--- src/rtl/rom_download_packer.sv ---
// Packs ioctl download bytes into 32-bit little-endian words and writes them to SDRAM through a small FIFO.
// Lane-3 strobe to sdram_req is 2 cycles; ioctl_wait stalls the HPS at FIFO_DEPTH-1 words, and the SDRAM side is one req/ack per word.
module rom_download_packer #(
  parameter int          FIFO_DEPTH = 4,
  parameter logic [22:0] BASE_ADDR  = 23'h000000
) (
  input  logic        clk,
  input  logic        reset_n,
  input  logic        ioctl_download,
  input  logic        ioctl_wr,
  input  logic [19:0] ioctl_addr,
  input  logic [7:0]  ioctl_data,
  output logic        ioctl_wait,
  output logic [22:0] sdram_addr,
  output logic [31:0] sdram_data,
  output logic        sdram_we,
  output logic        sdram_req,
  input  logic        sdram_ack,
  output logic        busy,
  output logic        done
);

  localparam int PW = (FIFO_DEPTH > 1) ? $clog2(FIFO_DEPTH) : 1;
  localparam int CW = PW + 1;
  localparam logic [CW-1:0] DEPTH_C = CW'(FIFO_DEPTH);
  localparam logic [CW-1:0] WAIT_TH = CW'(FIFO_DEPTH - 1);

  typedef struct packed {
    logic [22:0] addr;
    logic [31:0] data;
  } entry_t;

  typedef enum logic {IDLE, REQ} state_t;

  logic [31:0]   acc, acc_next, merged_acc;
  logic [3:0]    mask, mask_next, merged_mask;
  logic [17:0]   idx, idx_next, widx;
  logic [1:0]    lane;
  logic          discont;
  entry_t        p0_dat, p1_dat, held_word, new_word, head;
  logic          p0_vld, p1_vld, acc0, acc1, drop, pop;
  logic [1:0]    n_push;
  entry_t        mem [FIFO_DEPTH];
  logic [PW-1:0] wr_ptr, wr_ptr_1, rd_ptr;
  logic [CW-1:0] count, free;
  logic          overflow, busy_q;
  state_t        state, state_next;

  function automatic logic [22:0] word_addr(input logic [17:0] wi);
    return BASE_ADDR + {4'b0000, wi, 1'b0};
  endfunction

  assign lane      = ioctl_addr[1:0];
  assign widx      = ioctl_addr[19:2];
  assign held_word = '{addr: word_addr(idx), data: acc};
  assign new_word  = '{addr: word_addr(widx), data: merged_acc};

  // A byte from a different word flushes the held partial first; a lane-3 byte may then complete a second word in the same cycle.
  always_comb begin
    discont     = ioctl_wr && (mask != 4'd0) && (widx != idx);
    merged_acc  = discont ? 32'd0 : acc;
    merged_mask = discont ? 4'd0 : mask;
    merged_acc[{lane, 3'b000} +: 8] = ioctl_data;
    merged_mask[lane] = 1'b1;
    p0_vld    = 1'b0;
    p0_dat    = '0;
    p1_vld    = 1'b0;
    p1_dat    = '0;
    acc_next  = acc;
    mask_next = mask;
    idx_next  = idx;
    if (ioctl_wr) begin
      if (discont) begin
        p0_vld = 1'b1;
        p0_dat = held_word;
      end
      if (lane == 2'd3) begin
        if (discont) begin
          p1_vld = 1'b1;
          p1_dat = new_word;
        end else begin
          p0_vld = 1'b1;
          p0_dat = new_word;
        end
        acc_next  = 32'd0;
        mask_next = 4'd0;
      end else begin
        acc_next  = merged_acc;
        mask_next = merged_mask;
        idx_next  = widx;
      end
    end else if (!ioctl_download && (mask != 4'd0)) begin
      p0_vld    = 1'b1;
      p0_dat    = held_word;
      acc_next  = 32'd0;
      mask_next = 4'd0;
    end
  end

  assign free     = DEPTH_C - count;
  assign acc0     = p0_vld && (free != '0);
  assign acc1     = p1_vld && (free >= CW'(2));
  assign n_push   = {1'b0, acc0} + {1'b0, acc1};
  assign drop     = (p0_vld && !acc0) || (p1_vld && !acc1);
  assign pop      = (state == REQ) && sdram_ack;
  assign wr_ptr_1 = wr_ptr + PW'(1);
  assign head     = mem[rd_ptr];

  always_ff @(posedge clk or negedge reset_n) begin
    if (!reset_n) begin
      acc      <= '0;
      mask     <= '0;
      idx      <= '0;
      wr_ptr   <= '0;
      rd_ptr   <= '0;
      count    <= '0;
      overflow <= 1'b0;
      busy_q   <= 1'b0;
    end else begin
      acc    <= acc_next;
      mask   <= mask_next;
      idx    <= idx_next;
      wr_ptr <= wr_ptr + PW'(n_push);
      if (pop) rd_ptr <= rd_ptr + PW'(1);
      count  <= count + CW'(n_push) - CW'(pop);
      if (drop) overflow <= 1'b1;
      busy_q <= busy;
    end
  end

  always_ff @(posedge clk) begin
    if (acc0) mem[wr_ptr]   <= p0_dat;
    if (acc1) mem[wr_ptr_1] <= p1_dat;
  end

  always_ff @(posedge clk or negedge reset_n) begin
    if (!reset_n) state <= IDLE;
    else          state <= state_next;
  end

  always_comb begin
    state_next = state;
    case (state)
      IDLE:    if (count != '0) state_next = REQ;
      REQ:     if (sdram_ack)   state_next = IDLE;
      default: state_next = IDLE;
    endcase
  end

  always_ff @(posedge clk or negedge reset_n) begin
    if (!reset_n) begin
      sdram_addr <= '0;
      sdram_data <= '0;
    end else if (state == IDLE && count != '0) begin
      sdram_addr <= head.addr;
      sdram_data <= head.data;
    end
  end

  always_comb begin
    sdram_req = (state == REQ);
    sdram_we  = (state == REQ);
  end

  assign ioctl_wait = (count >= WAIT_TH);
  assign busy = reset_n & (ioctl_download | (mask != 4'd0) | (count != '0) | (state != IDLE) | overflow);
  assign done = busy_q & ~busy;

endmodule

--- config.mk ---
export PLATFORM = sky130hd
export DESIGN_NAME = rom_download_packer
export DESIGN_NICKNAME = d
export VERILOG_FILES = /design/src/rtl/rom_download_packer.sv
export SDC_FILE = /design/constraint.sdc
export NUM_CORES = 1
export LEC_CHECK = 0
export ABC_AREA = 0
export CORE_MARGIN = 3
export CORE_UTILIZATION = 62
export CTS_CLUSTER_SIZE = 25
export DETAILED_ROUTE_END_ITERATION = 10
export DONT_BUFFER_PORTS = 1
export PLACE_DENSITY = 0.84
export SETUP_SLACK_MARGIN = 0.4
export SLEW_MARGIN = 20
export SYNTH_ARGS = -nofsm -noshare
export SYNTH_HDL_FRONTEND = slang
export SYNTH_SLANG_ARGS = --single-unit
--- constraint.sdc ---
create_clock -name clk -period 9.8 [get_ports clk]
set_input_delay 0.98 -clock clk [delete_from_list [all_inputs] [get_ports clk]]
set_output_delay 0.98 -clock clk [all_outputs]
set_load 0.02 [all_outputs]
Word level (Yosys, flattened, before mapping)
Memory sizes are Yosys's and may differ from the RTL's. A register that Yosys moved wholly into a read port is not among the register bits. Cells that the tools add are included.

$add $sub $neg: 8. Magnitude comparators: 4. Eq/ne operators: 2. Shift operators: 2. Muxes and demuxes: 33. Bitwise operators: 10. Reductions and logical operators: 20.

Operator list (number): $mux 51 (5); $mux 55 (3); $mux 32 (4); $bwmux 32 (1); $shift 8x7->32 const A (1); $shiftx 8x7->32 (1); $ne 18x18->1 (1); $mux 4 (4); $mux 1 (14); $logic_and 1x1->1 (10); $neg 5->7 (1); $ge 3x2->1 const B (2); $reduce_bool 3->1 (2); $add 2x1->2 const B (2); $logic_not 1->1 (4); $or 1x1->1 (4); $or 4x4->4 (1); $reduce_bool 4->1 (1); $add 3x2->3 (1); $lt 2x3->1 const B (1); $not 1->1 (3); $sub 3x1->3 (1); $sub 3x3->3 const A (1); $add 1x1->2 (1); 9 further kinds (10).

Flip-flop bits (word level): 64. RAM bits: 220. Input port bits: 33. Logic and storage cells: 89. Memories: 1.

Memory list: mem (depth 4, width 55, rd ports 1, clocked after Yosys merged registers in 1, write ports 2, line 43) `entry_t mem [FIFO_DEPTH];`.

Logic depth before layout (Yosys ltp)
Depth in word-level cells: 11. Gate-level depth with buffers: 14. Mapped depth without buffers: 12.

Worst setup path before layout
Ideal clock, no wire load.

Path type: input -> register. Start: input ioctl_addr[13]. End: memory mem[0][0] in the netlist's numbering (enable). Arrival time: 7.193 ns. Setup slack: 2.012 ns. Cell stages on the path: 7. Path through: xor2_1 > nor4_2 > and3_1 > buf_4 > a21oi_4 > o21ai_1 > o41ai_1.

RTL lines: from (decl) (line 11) `input logic [19:0] ioctl_addr,`; to (decl) (line 43).

Worst setup path after layout
Start: register idx[17]. End: register count[2].

Longest elaborated chain between the ends: 10.

RTL lines: from (decl) (line 37) `logic [17:0] idx, idx_next, widx;`; from (signal assigned) (line 122) `idx <= idx_next;`; $ne 18x18->1 (*) (line 60) `discont = ioctl_wr && (mask != 4'd0) && (widx != idx);`; $logic_and 1x1->1 (*) (line 60); $mux 1 (line 73, 78); $mux 1 (line 78) `if (discont) begin`; $mux 1 (line 77) `if (lane == 2'd3) begin`; $mux 1 (line 72) `if (ioctl_wr) begin`; $logic_and 1x1->1 (line 101) `assign acc0 = p0_vld && (free != '0);`; $add 1x1->2 (*) (line 103) `assign n_push = {1'b0, acc0} + {1'b0, acc1};`; $add 3x2->3 (*) (line 125) `count <= count + CW'(n_push) - CW'(pop);`; $sub 3x1->3 (*) (line 125); to (signal assigned) (line 125); to (decl) (line 45) `logic [CW-1:0] count, free;`.

Mark *: on every way between the ends. The rest lies on a longest branch, timed or not. A chain may end at the register's enable or synchronous reset.

==> results.ini <==
[setup_path]
crit_required_ns=10.23
crit_type=reg2reg
critPathMaxFanout=24
end_kind=flip-flop
arrival_ns=4.38
startpoint_type=flip-flop

[placement]
io_buffers=0
place_hpwl_um=23000
place_area_mm2=0.0158
globalplace.congestion=0.860
placed_cells=1481

[clocking]
cts_inserted_buffers=34
clk_pin_slew_ns=0.06
htreeDepth=2
post_cts_buffers=0
root_buffer=clkbuf_16
clk_latency_ns=0.51
hold_buffers=0
cts_resized=0
cts_buffer_depth=3
cts_sinks=314
tritoncts=done

[die]
start_util_pct=63.6
pin_count=93
die_x_um=165
fp-row-count=57
fp.dieH_um=165
die-area_mm2=0.0271
coreArea_mm2=0.0245

[routing]
drc=0
drtPass1Iterations=6
dr.first_iter.drc_count=1720
ant_nets=0
vias=11200
viasPerCell=7.25
wl_per_cell_um=25.2
drt-total-wl_um=38900

[logic_synthesis]
syn_avg_cell_area_um2=12.7
ys_ff_latch=314
synth_ff_type=edfxtp_1
synth-edff-count=200
synthCells=1232
yosysSeqAreaShare_pct=56.7
synth.cell_area_mm2=0.0156
async_flop_share_pct=36.3
synthDistinctLibCells=69
synth_warnings=0

[sta]
fin_hold_ws_ns=0.158
rsz0062_at_grt=false
hold_viol=0
min_period_ns=3.95
worst_slew_pin_slew_ns=1.15
fin_tns_setup_ns=0
fmax_mhz=253
slew_headroom_pct=23.5
finalSetupViolations=0
timing.final.crit_share_pct=40.3
drv_slew=0
worst_clock_skew_ns=0.0115

[global_route]
grt_use_total_pct=29.1
overflow=0
grt_pass1_wl_um=61000
grt_max_degree=116
antenna_found_initial=1
grt_pass1_vias=10900

[power_and_ir_drop]
power_uw=4350
leakage_uw=0.00598
power.density_mw_per_mm2=257
vdd_ir_drop_max_v=0.000221

[layout]
regArea_mm2=0.00886
synthToLayoutAreaGrowth_pct=8.58
stdcell_count=1543
drive_gt1_share_pct=18.7
final_common_cell=nand2_1
multiInputGateArea_mm2=0.00634
fin_area_mm2=0.0170
layout_common_cells=230 x nand2_1, 200 x edfxtp_1, 112 x dfrtp_1
fin_nets=1244
antenna_cells=0
fillCellCount=1615

[outcome]
status=finished clean

[run]
maxCapViolCount=0

[worst_hold_path]
hold_class=in2async

==> critical path: stages, from the launching register on <==
cell and delay (ns):
dfrtp_1 0.47, xor2_1 0.20, nor4_2 0.41, and3_1 0.46, a21oi_4 0.28, o21ai_1 0.62
nor2_1 0.10, ha_1 0.33, ha_1 0.15, inv_1 0.06, fa_1 0.42, xnor2_1 0.21
xnor2_1 0.14
==> cell families (layout without fill, tap and decap cells) <==
logic type	count (synthesis)	in the layout	synth area share, %
buf+inv	116	99	3.33
compound gates	323	323	16.2
fa+ha+maj	17	17	1.41
other cells	1	5	0.0240
simple gates	335	335	10.0
flops	314	314	56.7
mux	102	102	10.9
xor+xnor	24	24	1.35
==> Yosys cell counts (5+ instances only) <==
cell type,count,share of area (%)
nand2_1,231,5.6
a32o_1,14,0.90
ha_1,16,1.3
a31oi_1,11,0.44
inv_1,14,0.34
xnor2_1,11,0.62
mux2_2,50,3.6
o22ai_1,50,2.0
nor2_1,28,0.67
o2bb2ai_1,34,1.9
clkbuf_1,53,1.3
o21ai_0,10,0.32
buf_2,34,1.1
mux4_2,50,7.2
nor3_1,9,0.29
xor2_1,13,0.73
or3_1,10,0.40
dfrtp_1,114,18
or3_4,17,1.2
o21ai_2,5,0.28
nand4_1,5,0.20
edfxtp_1,200,38
and2_1,8,0.32
buf_4,11,0.53
o221ai_1,108,6.1
a21oi_1,52,1.7
==> per-layer routing <==
metal / vias to the layer above / wire length (µm) / global-route usage [%]
li1: 4767 / - / -
met1: 5462 / 14400 / 39.7
met2: 822 / 18700 / 46.8
met3: 139 / 4500 / 6.42
met4: 2 / 1240 / 10.1
met5: - / 13 / 0
==> report_power, final <==
group | switching (µW) | internal (µW) | total [µW]
clock | 511 | 738 | 1250
sequential | 286 | 1750 | 2040
combinational | 589 | 478 | 1070
total | 1390 | 2970 | 4350
==> path summary, 6_finish.rpt <==
check | slack, ns | end | cells after the start | start
worst min register to register | 0.53 | mask[3] | 1 | mask[3]
max in group asynchronous | 9.46 | acc[17] | 0 | reset_n
worst max-delay path | 5.85 | count[2] | 12 | idx[17]
worst max register to register | 5.85 | count[2] | 12 | idx[17]
worst min-delay path | 0.16 | sdram_addr[6] | 0 | reset_n
min in group clk | 0.53 | mask[3] | 1 | mask[3]
==> through the flow <==
step,utilization (%),setup slack [ns]
after floorplan,-,2.01
after global placement,64.5,5.61
after detailed placement,64.5,5.43
after CTS,68.9,5.88
after global routing,69.1,5.56
final,69.1,5.85
==> flip-flops by register name, indices dropped and copies added (netlist names) <==
| register | count |
|---|---|
| sdram_data | 32 |
| mask | 4 |
| acc | 32 |
| idx | 18 |
| rd_ptr | 2 |
| wr_ptr | 2 |
| busy_q | 1 |
| sdram_req | 1 |
| count | 3 |
| sdram_addr | 18 |
| overflow | 1 |
| mem | 200 |
==> layout make-up <==
cell class	count	share of cell area [%]
clock inverters	12	0.509
multi-input cells	806	37.4
repair buffers	24	1.18
flip-flops and latches	314	52.3
inverters	14	0.310
well taps	324	2.39
clock buffers	49	5.90
Note: power is estimated with default switching activity, not from simulation.
